[src/rtl/led_tone_player.sv]
// ============================================================================
//  led_tone_player
//  Plays one game step: lights a color LED with its buzzer tone for ON_TICKS
//  cycles, then holds a dark gap of OFF_TICKS cycles and pulses done.
//  Revision: 1.0
// ============================================================================
`default_nettype none

module led_tone_player #(
  parameter int ON_TICKS   = 1000,
  parameter int OFF_TICKS  = 200,
  parameter int TONE_HALF0 = 4,
  parameter int TONE_HALF1 = 3,
  parameter int TONE_HALF2 = 2,
  parameter int TONE_HALF3 = 5
) (
  input  logic       clk_2k,
  input  logic       rst_n,
  input  logic       valid,
  input  logic [1:0] color,
  input  logic       abort,
  output logic       ready,
  output logic [3:0] led,
  output logic       buzz,
  output logic       busy,
  output logic       done
);

  localparam logic [15:0] C_ON_LAST  = 16'(ON_TICKS - 1);
  localparam logic [15:0] C_OFF_LAST = 16'(OFF_TICKS - 1);
  localparam logic [7:0]  C_TH0_LAST = 8'(TONE_HALF0 - 1);
  localparam logic [7:0]  C_TH1_LAST = 8'(TONE_HALF1 - 1);
  localparam logic [7:0]  C_TH2_LAST = 8'(TONE_HALF2 - 1);
  localparam logic [7:0]  C_TH3_LAST = 8'(TONE_HALF3 - 1);

  typedef enum logic [1:0] {
    S_IDLE = 2'd0,
    S_ON   = 2'd1,
    S_GAP  = 2'd2
  } state_t;

  state_t      r_state;
  logic [15:0] r_phase_cnt;
  logic [7:0]  r_tone_cnt;
  logic [1:0]  r_color;
  logic        r_ready;
  logic [3:0]  r_led;
  logic        r_buzz;
  logic        r_busy;
  logic        r_done;

  logic [7:0]  w_tone_last;
  logic        w_accept;

  assign w_accept = valid & r_ready & ~abort;

  always_comb begin
    w_tone_last = C_TH0_LAST;
    case (r_color)
      2'd1:    w_tone_last = C_TH1_LAST;
      2'd2:    w_tone_last = C_TH2_LAST;
      2'd3:    w_tone_last = C_TH3_LAST;
      default: w_tone_last = C_TH0_LAST;
    endcase
  end

  always_ff @(posedge clk_2k) begin
    if (!rst_n) begin
      r_state     <= S_IDLE;
      r_phase_cnt <= 16'd0;
      r_tone_cnt  <= 8'd0;
      r_color     <= 2'd0;
      r_ready     <= 1'b1;
      r_led       <= 4'd0;
      r_buzz      <= 1'b0;
      r_busy      <= 1'b0;
      r_done      <= 1'b0;
    end else begin
      r_done <= 1'b0;
      case (r_state)
        S_IDLE: begin
          if (w_accept) begin
            r_state     <= S_ON;
            r_color     <= color;
            r_phase_cnt <= 16'd0;
            r_tone_cnt  <= 8'd0;
            r_led       <= 4'b0001 << color;
            r_buzz      <= 1'b0;
            r_busy      <= 1'b1;
            r_ready     <= 1'b0;
          end
        end
        S_ON: begin
          if (abort) begin
            r_state     <= S_IDLE;
            r_phase_cnt <= 16'd0;
            r_tone_cnt  <= 8'd0;
            r_led       <= 4'd0;
            r_buzz      <= 1'b0;
            r_busy      <= 1'b0;
            r_ready     <= 1'b1;
          end else if (r_phase_cnt == C_ON_LAST) begin
            r_state     <= S_GAP;
            r_phase_cnt <= 16'd0;
            r_tone_cnt  <= 8'd0;
            r_led       <= 4'd0;
            r_buzz      <= 1'b0;
          end else begin
            r_phase_cnt <= r_phase_cnt + 16'd1;
            // Square wave: flip every TONE_HALF cycles of the latched color
            if (r_tone_cnt == w_tone_last) begin
              r_tone_cnt <= 8'd0;
              r_buzz     <= ~r_buzz;
            end else begin
              r_tone_cnt <= r_tone_cnt + 8'd1;
            end
          end
        end
        S_GAP: begin
          if (abort || (r_phase_cnt == C_OFF_LAST)) begin
            r_state     <= S_IDLE;
            r_phase_cnt <= 16'd0;
            r_busy      <= 1'b0;
            r_ready     <= 1'b1;
            r_done      <= ~abort;
          end else begin
            r_phase_cnt <= r_phase_cnt + 16'd1;
          end
        end
        default: begin
          r_state     <= S_IDLE;
          r_phase_cnt <= 16'd0;
          r_tone_cnt  <= 8'd0;
          r_led       <= 4'd0;
          r_buzz      <= 1'b0;
          r_busy      <= 1'b0;
          r_ready     <= 1'b1;
        end
      endcase
    end
  end

  assign ready = r_ready;
  assign led   = r_led;
  assign buzz  = r_buzz;
  assign busy  = r_busy;
  assign done  = r_done;

endmodule

`default_nettype wire

[config.mk]
export PLATFORM = sky130hd
export DESIGN_NAME = led_tone_player
export DESIGN_NICKNAME = d
export VERILOG_FILES = /design/src/rtl/led_tone_player.sv
export SDC_FILE = /design/constraint.sdc
export NUM_CORES = 1
export LEC_CHECK = 0
export CAP_MARGIN = 20
export CORE_MARGIN = 2
export CORE_UTILIZATION = 40
export DETAILED_ROUTE_END_ITERATION = 10
export PLACE_DENSITY = 0.68
export SYNTH_ARGS = -nofsm -noshare
export SYNTH_HDL_FRONTEND = slang
export SYNTH_SLANG_ARGS = --single-unit
[constraint.sdc]
create_clock -name clk_2k -period 1.8 [get_ports clk_2k]
set_input_delay 0.45 -clock clk_2k [delete_from_list [all_inputs] [get_ports clk_2k]]
set_output_delay 0.45 -clock clk_2k [all_outputs]
set_load 0.01 [all_outputs]
==> impl_metrics.toml, run 1 <==
[run_status]
outcome = "finished, violations left"
violations = "negative setup slack"

[sta]
final_max_slew_viol_count = 0
finalHoldViolations = 0
setup_slack_ns = -0.1294
rsz0062_at_grt = "yes"
worst_pin_slew_ns = 0.4399
setup_viol = 20
fin_crit_sh_pct = 107.2
max_freq_mhz = 518.3
skew_ns = 0.005695
min_period_ns = 1.929
maxSlewHeadroom_pct = 70.60

[synthesis]
synth-compound-area-share_pct = 16.82
synthMuxAreaShare_pct = 0.5195
synth_top_family_by_area = "simple AND/OR/NAND/NOR gates"
synth_nets = 233
syn_avg_cell_area_sq_um = 8.679
syn_inst = 222
ys_seq_area_share_pct = 37.40
yosys.area.top_type = "dfxtp_1"
syn-cell-area_sq_um = 1927
ys_ff_latch = 36
synth_xor_area_share_pct = 7.727
synthSimpleGateAreaFrac_pct = 30.32
yosys.area.top_type_share_pct = 37.40
yosys.cell_types.count = 48
synthAdderAreaFrac_pct = 3.247
synth_area_leaders = "dfxtp_1 (37%), nand2_1 (5.8%), xor2_1 (5.5%)"
yosys_warnings = 0

[floorplanning]
fp.dieW_microns = 73.41
start_util_pct = 41.07
die_y_microns = 73.41
rows = 25
coreArea_sq_um = 4692
die-area_sq_um = 5388
io_pins = 14

[power]
p_sw_w = 0.0009830
internal-power_w = 0.001783
p_leak_nw = 1.018
clkPwrFrac_pct = 21.8
comb_power_share_pct = 45.5
vdd_ir_drop_max_mv = 0.8677
power_w = 0.002766
powerDensity_nw_per_um2 = 1042
seqPwrFrac_pct = 32.6
switching_share_pct = 35.54

[job]
maxCapViolations = 0

[worst_setup_path]
startpoint_type = "register"
path_cells = "or4b_4 -> o41ai_4 -> a21boi_2 -> o21ai_4 -> buf_12 -> nor2_1"
cp_slowest_cell = "or4b_4"
path_class = "reg -> reg"
critPathArrivalTime_ns = 2.11
cp.required_ns = 1.98
end_kind = "register"
crit_buf_inv = 1
max_stage_delay_ns = 0.56
cp_top_family = "compound AO/OA/AOI/OAI gates"
critPathMaxFanout = 13

[clock_network]
cts_htree_levels = 2
clk_pin_slew_ns = 0.07
cts_tree = "built"
cts_made_buffers = 5
cts_root_buf = "clkbuf_8"
clock-sinks = 36
clock_path_buffers = 2
clk_latency_ns = 0.29

[global_route]
globalRouteTotalUtil_pct = 17.70
grt_pass1_vias = 1623
grt_antenna_before_repair = 0
grt_pass1_wl_microns = 7514
overflow = 0
grt_max_degree = 20

[cells_and_area]
post-route-util_pct = 56.56
fillers = 410
area_growth_syn_to_layout_pct = 37.73
drive_gt1_share_pct = 32.14
fin_nets = 290
num_antenna_cells = 0

[hold_path]
hp-class = "reg -> reg"

[drt]
via_per_inst = 5.347
wire_per_inst_microns = 13.63
wl_microns = 4553
drc = 0
ant_nets = 0
drt_iter0_drc = 132
vias = 1786
drtPass1Iterations = 7

[placement]
hpwl_microns = 3156
port_buffers = 13
gp_congestion = 0.8568
==> cells by family (layout without fill, tap and decap cells) <==
kind of cell	after synthesis	after routing
AO/OA/AOI/OAI	38	38
XOR/XNOR	17	17
adder cells (fa/ha/maj)	5	5
buffers and inverters	17	75
flip-flops	36	36
multiplexers	1	1
AND/OR/NAND/NOR	108	108
==> cell usage in the layout, fill, tap and decap left out, drive strengths merged, types with 6 or more instances in the layout <==
master / Yosys / routed
buf: 4 / 46
dfxtp: 36 / 36
nand2: 30 / 30
nor2: 23 / 23
nand3: 13 / 13
xor2: 12 / 12
clkdlybuf4s50: 0 / 11
a21boi: 11 / 11
inv: 8 / 8
clkbuf: 5 / 8
nand4: 7 / 7
o21ai: 6 / 6
a2111oi: 6 / 6
==> worst register-to-register path, delay by kind of cell (launching register included) <==
kind	cells	cell delay [ns]
compound gates	3	0.74
buf+inv	1	0.15
flops	1	0.32
simple gates	2	0.62
==> power groups by stage <==
| stage | sequential, W | clock [W] | combinational [W] |
|---|---|---|---|
| after floorplan | 0.000935 | 0 | 0.000537 |
| after global placement | 0.000919 | 0 | 0.00101 |
| after detailed placement | 0.000921 | 0 | 0.00102 |
| after CTS | 0.000902 | 0.000610 | 0.00118 |
| after global routing | 0.000910 | 0.000652 | 0.00136 |
| final | 0.000903 | 0.000604 | 0.00126 |
==> flip-flops by register name, summed over array words and instances (netlist names) <==
name	flops
done	1
ready	1
led	4
busy	1
r_color	2
r_state	2
buzz	1
r_phase_cnt	16
r_tone_cnt	8
==> cells in the mapped netlist, drive strengths merged <==
master   count
a41oi        1
nand4b       3
and2b        1
nor3b        2
nor4b        2
nand3       13
o211ai       4
o41ai        1
xor2        12
or2b         1
dfxtp       36
a2111oi      6
nor2        23
xnor2        5
ha           5
a21boi      11
a21oi        3
or4b         2
and3         2
nor4         4
nand2       30
and4         2
and3b        3
a41o         1
o211a        1
nand4        7
or4          2
buf          4
nor3         4
o21ai        6
clkbuf       5
mux2i        1
or2          1
nand3b       3
o22ai        1
inv          8
a21o         2
o31a         1
nor2b        3
==> timing repair <==
item,CTS,global route
pin swaps,15,8
hold buffers,0,0
buffers inserted,6,1
endpoints found under the hold margin,0,0
resized for setup,25,18
setup endpoints to repair,30,31
==> per-stage QoR <==
step	TNS (ns)	instances	worst slack (ns)	hold slack (ns)	instance area (sq um)
6_report	-1.861	334	-0.1294	0.4537	2654
5_1_grt	-2.646	334	-0.1730	0.4875	2654
4_1_cts	-1.805	333	-0.1206	0.4675	2594
3_5_place_dp	-11.90	319	-0.4954	0.4581	2376
3_3_place_gp	-10.85	319	-0.4572	0.4501	2376
2_1_floorplan	-0.6607	222	-0.06736	0.4634	1932
==> worst paths after layout <==
| kind | startpoint | to | slack [ns] | cells past startpoint |
|---|---|---|---|---|
| hold reg to reg | led[3] | led[3] | 0.45 | 2 |
| hold / removal | led[3] | led[3] | 0.45 | 2 |
| setup reg to reg | r_phase_cnt[9] | r_phase_cnt[4] | -0.13 | 6 |
| setup / recovery | r_phase_cnt[9] | r_phase_cnt[4] | -0.13 | 6 |
==> routing by layer <==
layer / wire length [microns] / global-route usage, % / up-vias
li1: - / - / 906
met1: 2208 / 24.20 / 849
met2: 2154 / 27.83 / 24
met3: 126 / 3.841 / 7
met4: 63 / 5.657 / 0
met5: 0 / 0 / -
==> layout make-up <==
cell class              count  area (sq um)  area share, %
clock buffers               8         90.09          3.395
inverters                   8         30.03          1.132
multi-input cells         169          1239          46.68
flip-flops and latches     36         726.9          27.39
well taps                  54         67.56          2.546
repair buffers             59         500.5          18.86
Power figures use the tool's default switching activity.
==> inputs of run 2 (changes only) <==
GPL_TIMING_DRIVEN = 0   (was not set)
SKIP_CTS_REPAIR_TIMING = 1   (was not set)
==> run 2 against run 1 <==
The flow still finishes with violations (negative setup slack). Combinational power down 19%. Sequential power about the same. Worst hold slack better by 0.012 ns. Non-clock buffer count down 29. Global-route usage down 1.5 points. Clock skew up 0.0010 ns. First-iteration DRC count down 8.3%. Design area down 9.0%. Power down 8.8%. Clock-buffer cell count unchanged. Cell count down 8.7%. Register-to-register slack worse by 0.09 ns.
==> impl_metrics.toml, run 2 (same netlist as run 1, synthesis figures left out) <==
[sta]
setup_slack_ns = -0.2204
maxSlewHeadroom_pct = 57.60
min_period_ns = 2.020
fin_crit_sh_pct = 112.2
setup_viol = 31
tns_ns = -4.219
worst_pin_slew_ns = 0.6277
final_max_slew_viol_count = 0
skew_ns = 0.006725
finalHoldViolations = 0
max_freq_mhz = 495.0
rsz0062_at_grt = "yes"

[worst_setup_path]
cp-endpoint = "r_phase_cnt[15]"
reg2reg_slack_ns = -0.22
crit_start = "r_phase_cnt[12]"
startpoint_type = "register"
critPathMaxFanout = 5
r2r_cells = 6
path_class = "reg -> reg"
end_kind = "register"
cp.required_ns = 1.98
r2r_end = "r_phase_cnt[15]"
critPathArrivalTime_ns = 2.20
r2r_start = "r_phase_cnt[12]"

[drt]
wire_per_inst_microns = 14.34
drtPass1Iterations = 4
drt_iter0_drc = 121
ant_nets = 0
via_per_inst = 5.577
drc = 0
wl_microns = 4373
vias = 1701

[clock_network]
cts_made_buffers = 5
cts_htree_levels = 2
clk_pin_slew_ns = 0.07
clk_latency_ns = 0.29
cts_tree = "built"
clock-sinks = 36
cts_root_buf = "clkbuf_8"
clock_path_buffers = 2

[hold_path]
hp-class = "reg -> reg"

[cells_and_area]
fin_area_sq_um = 2416
largest_register_ffs = 16
fin_nets = 261
num_antenna_cells = 0
layout_commonest_cell = "dfxtp_1"
layout_common_cells = "dfxtp_1 (29), nand2_1 (28), nor2_1 (17), xor2_1 (12)"
area_growth_syn_to_layout_pct = 25.39
drive_gt1_share_pct = 23.11
post-route-util_pct = 51.49
largest-register = "r_phase_cnt"

[power]
p_leak_nw = 0.8466
powerDensity_nw_per_um2 = 1044
vdd_ir_drop_max_mv = 0.6889
power_w = 0.002523

[placement]
port_buffers = 12
hpwl_microns = 2828
gp_congestion = 0.7746
place_area_sq_um = 2120

[floorplanning]
die-area_sq_um = 5388
die_y_microns = 73.41
rows = 25
start_util_pct = 41.07
io_pins = 14
coreArea_sq_um = 4692
fp.dieW_microns = 73.41

[global_route]
grt_pass1_vias = 1484
grt_pass1_wl_microns = 6775
grt_antenna_before_repair = 0
globalRouteTotalUtil_pct = 16.21
grt_max_degree = 11
overflow = 0

[run_status]
violations = "negative setup slack"
outcome = "finished, violations left"

[job]
maxCapViolations = 0
==> run 2: cell types whose count changed in the layout (fill, tap and decap cells not counted), sizes merged <==
| cell | change |
|---|---|
| clkbuf | +4 |
| dlymetal6s2s | +1 |
| dlygate4sd2 | -2 |
| buf | -32 |
==> run 2: layout make-up <==
| class | count | area, sq um |
|---|---|---|
| multi-input cells | 169 | 1240 |
| plain buffers | 7 | 38.79 |
| well taps | 54 | 67.56 |
| repair buffers | 23 | 212.7 |
| inverters | 8 | 30.03 |
| fillers | 418 | 2276 |
| flip-flops and latches | 36 | 737.0 |
| clock buffers | 8 | 90.09 |
==> run 2: through the flow <==
step                instances  worst slack (ns)  hold WS [ns]
floorplan                 222          -0.06736        0.4634
global placement          288           -0.8311        0.4526
detailed placement        288           -0.7753        0.4615
CTS                       296           -0.5039        0.4751
global route              305           -0.2811        0.5004
finish                    305           -0.2204        0.4656
==> run 2: worst min path at each step <==
| stage | from | endpoint | cells after the start |
|---|---|---|---|
| finish | led[2] | led[2] | 2 |
| CTS | led[2] | led[2] | 2 |
| global route | led[1] | led[1] | 2 |
| detailed placement | led[3] | led[3] | 2 |
| floorplan | r_state[0] | r_state[0] | 2 |
| global placement | led[1] | led[1] | 2 |
==> run 2: critical path: stages (launching register included) <==
cell and delay [ns]:
dfxtp_2 0.34, or4_4 0.56, o41ai_4 0.44, a21boi_2 0.14, o21ai_4 0.24, buf_6 0.16, nor2_1 0.04
==> run 2: report_power, final <==
part / total [W] / leakage, nW / internal (W) / switching (W)
combinational: 0.00102 / 0.505 / 0.000386 / 0.000631
sequential: 0.000906 / 0.296 / 0.000856 / 0.0000500
clock: 0.000600 / 0.0455 / 0.000312 / 0.000288
==> run 2: metal layers <==
metal / vias to the layer above / part of all wire (%) / GRT usage (%)
met5: - / 0 / 0
met4: 0 / 1.5 / 5.859
met3: 7 / 2.9 / 4.115
met2: 27 / 47 / 23.72
met1: 815 / 49 / 22.96
li1: 852 / - / -
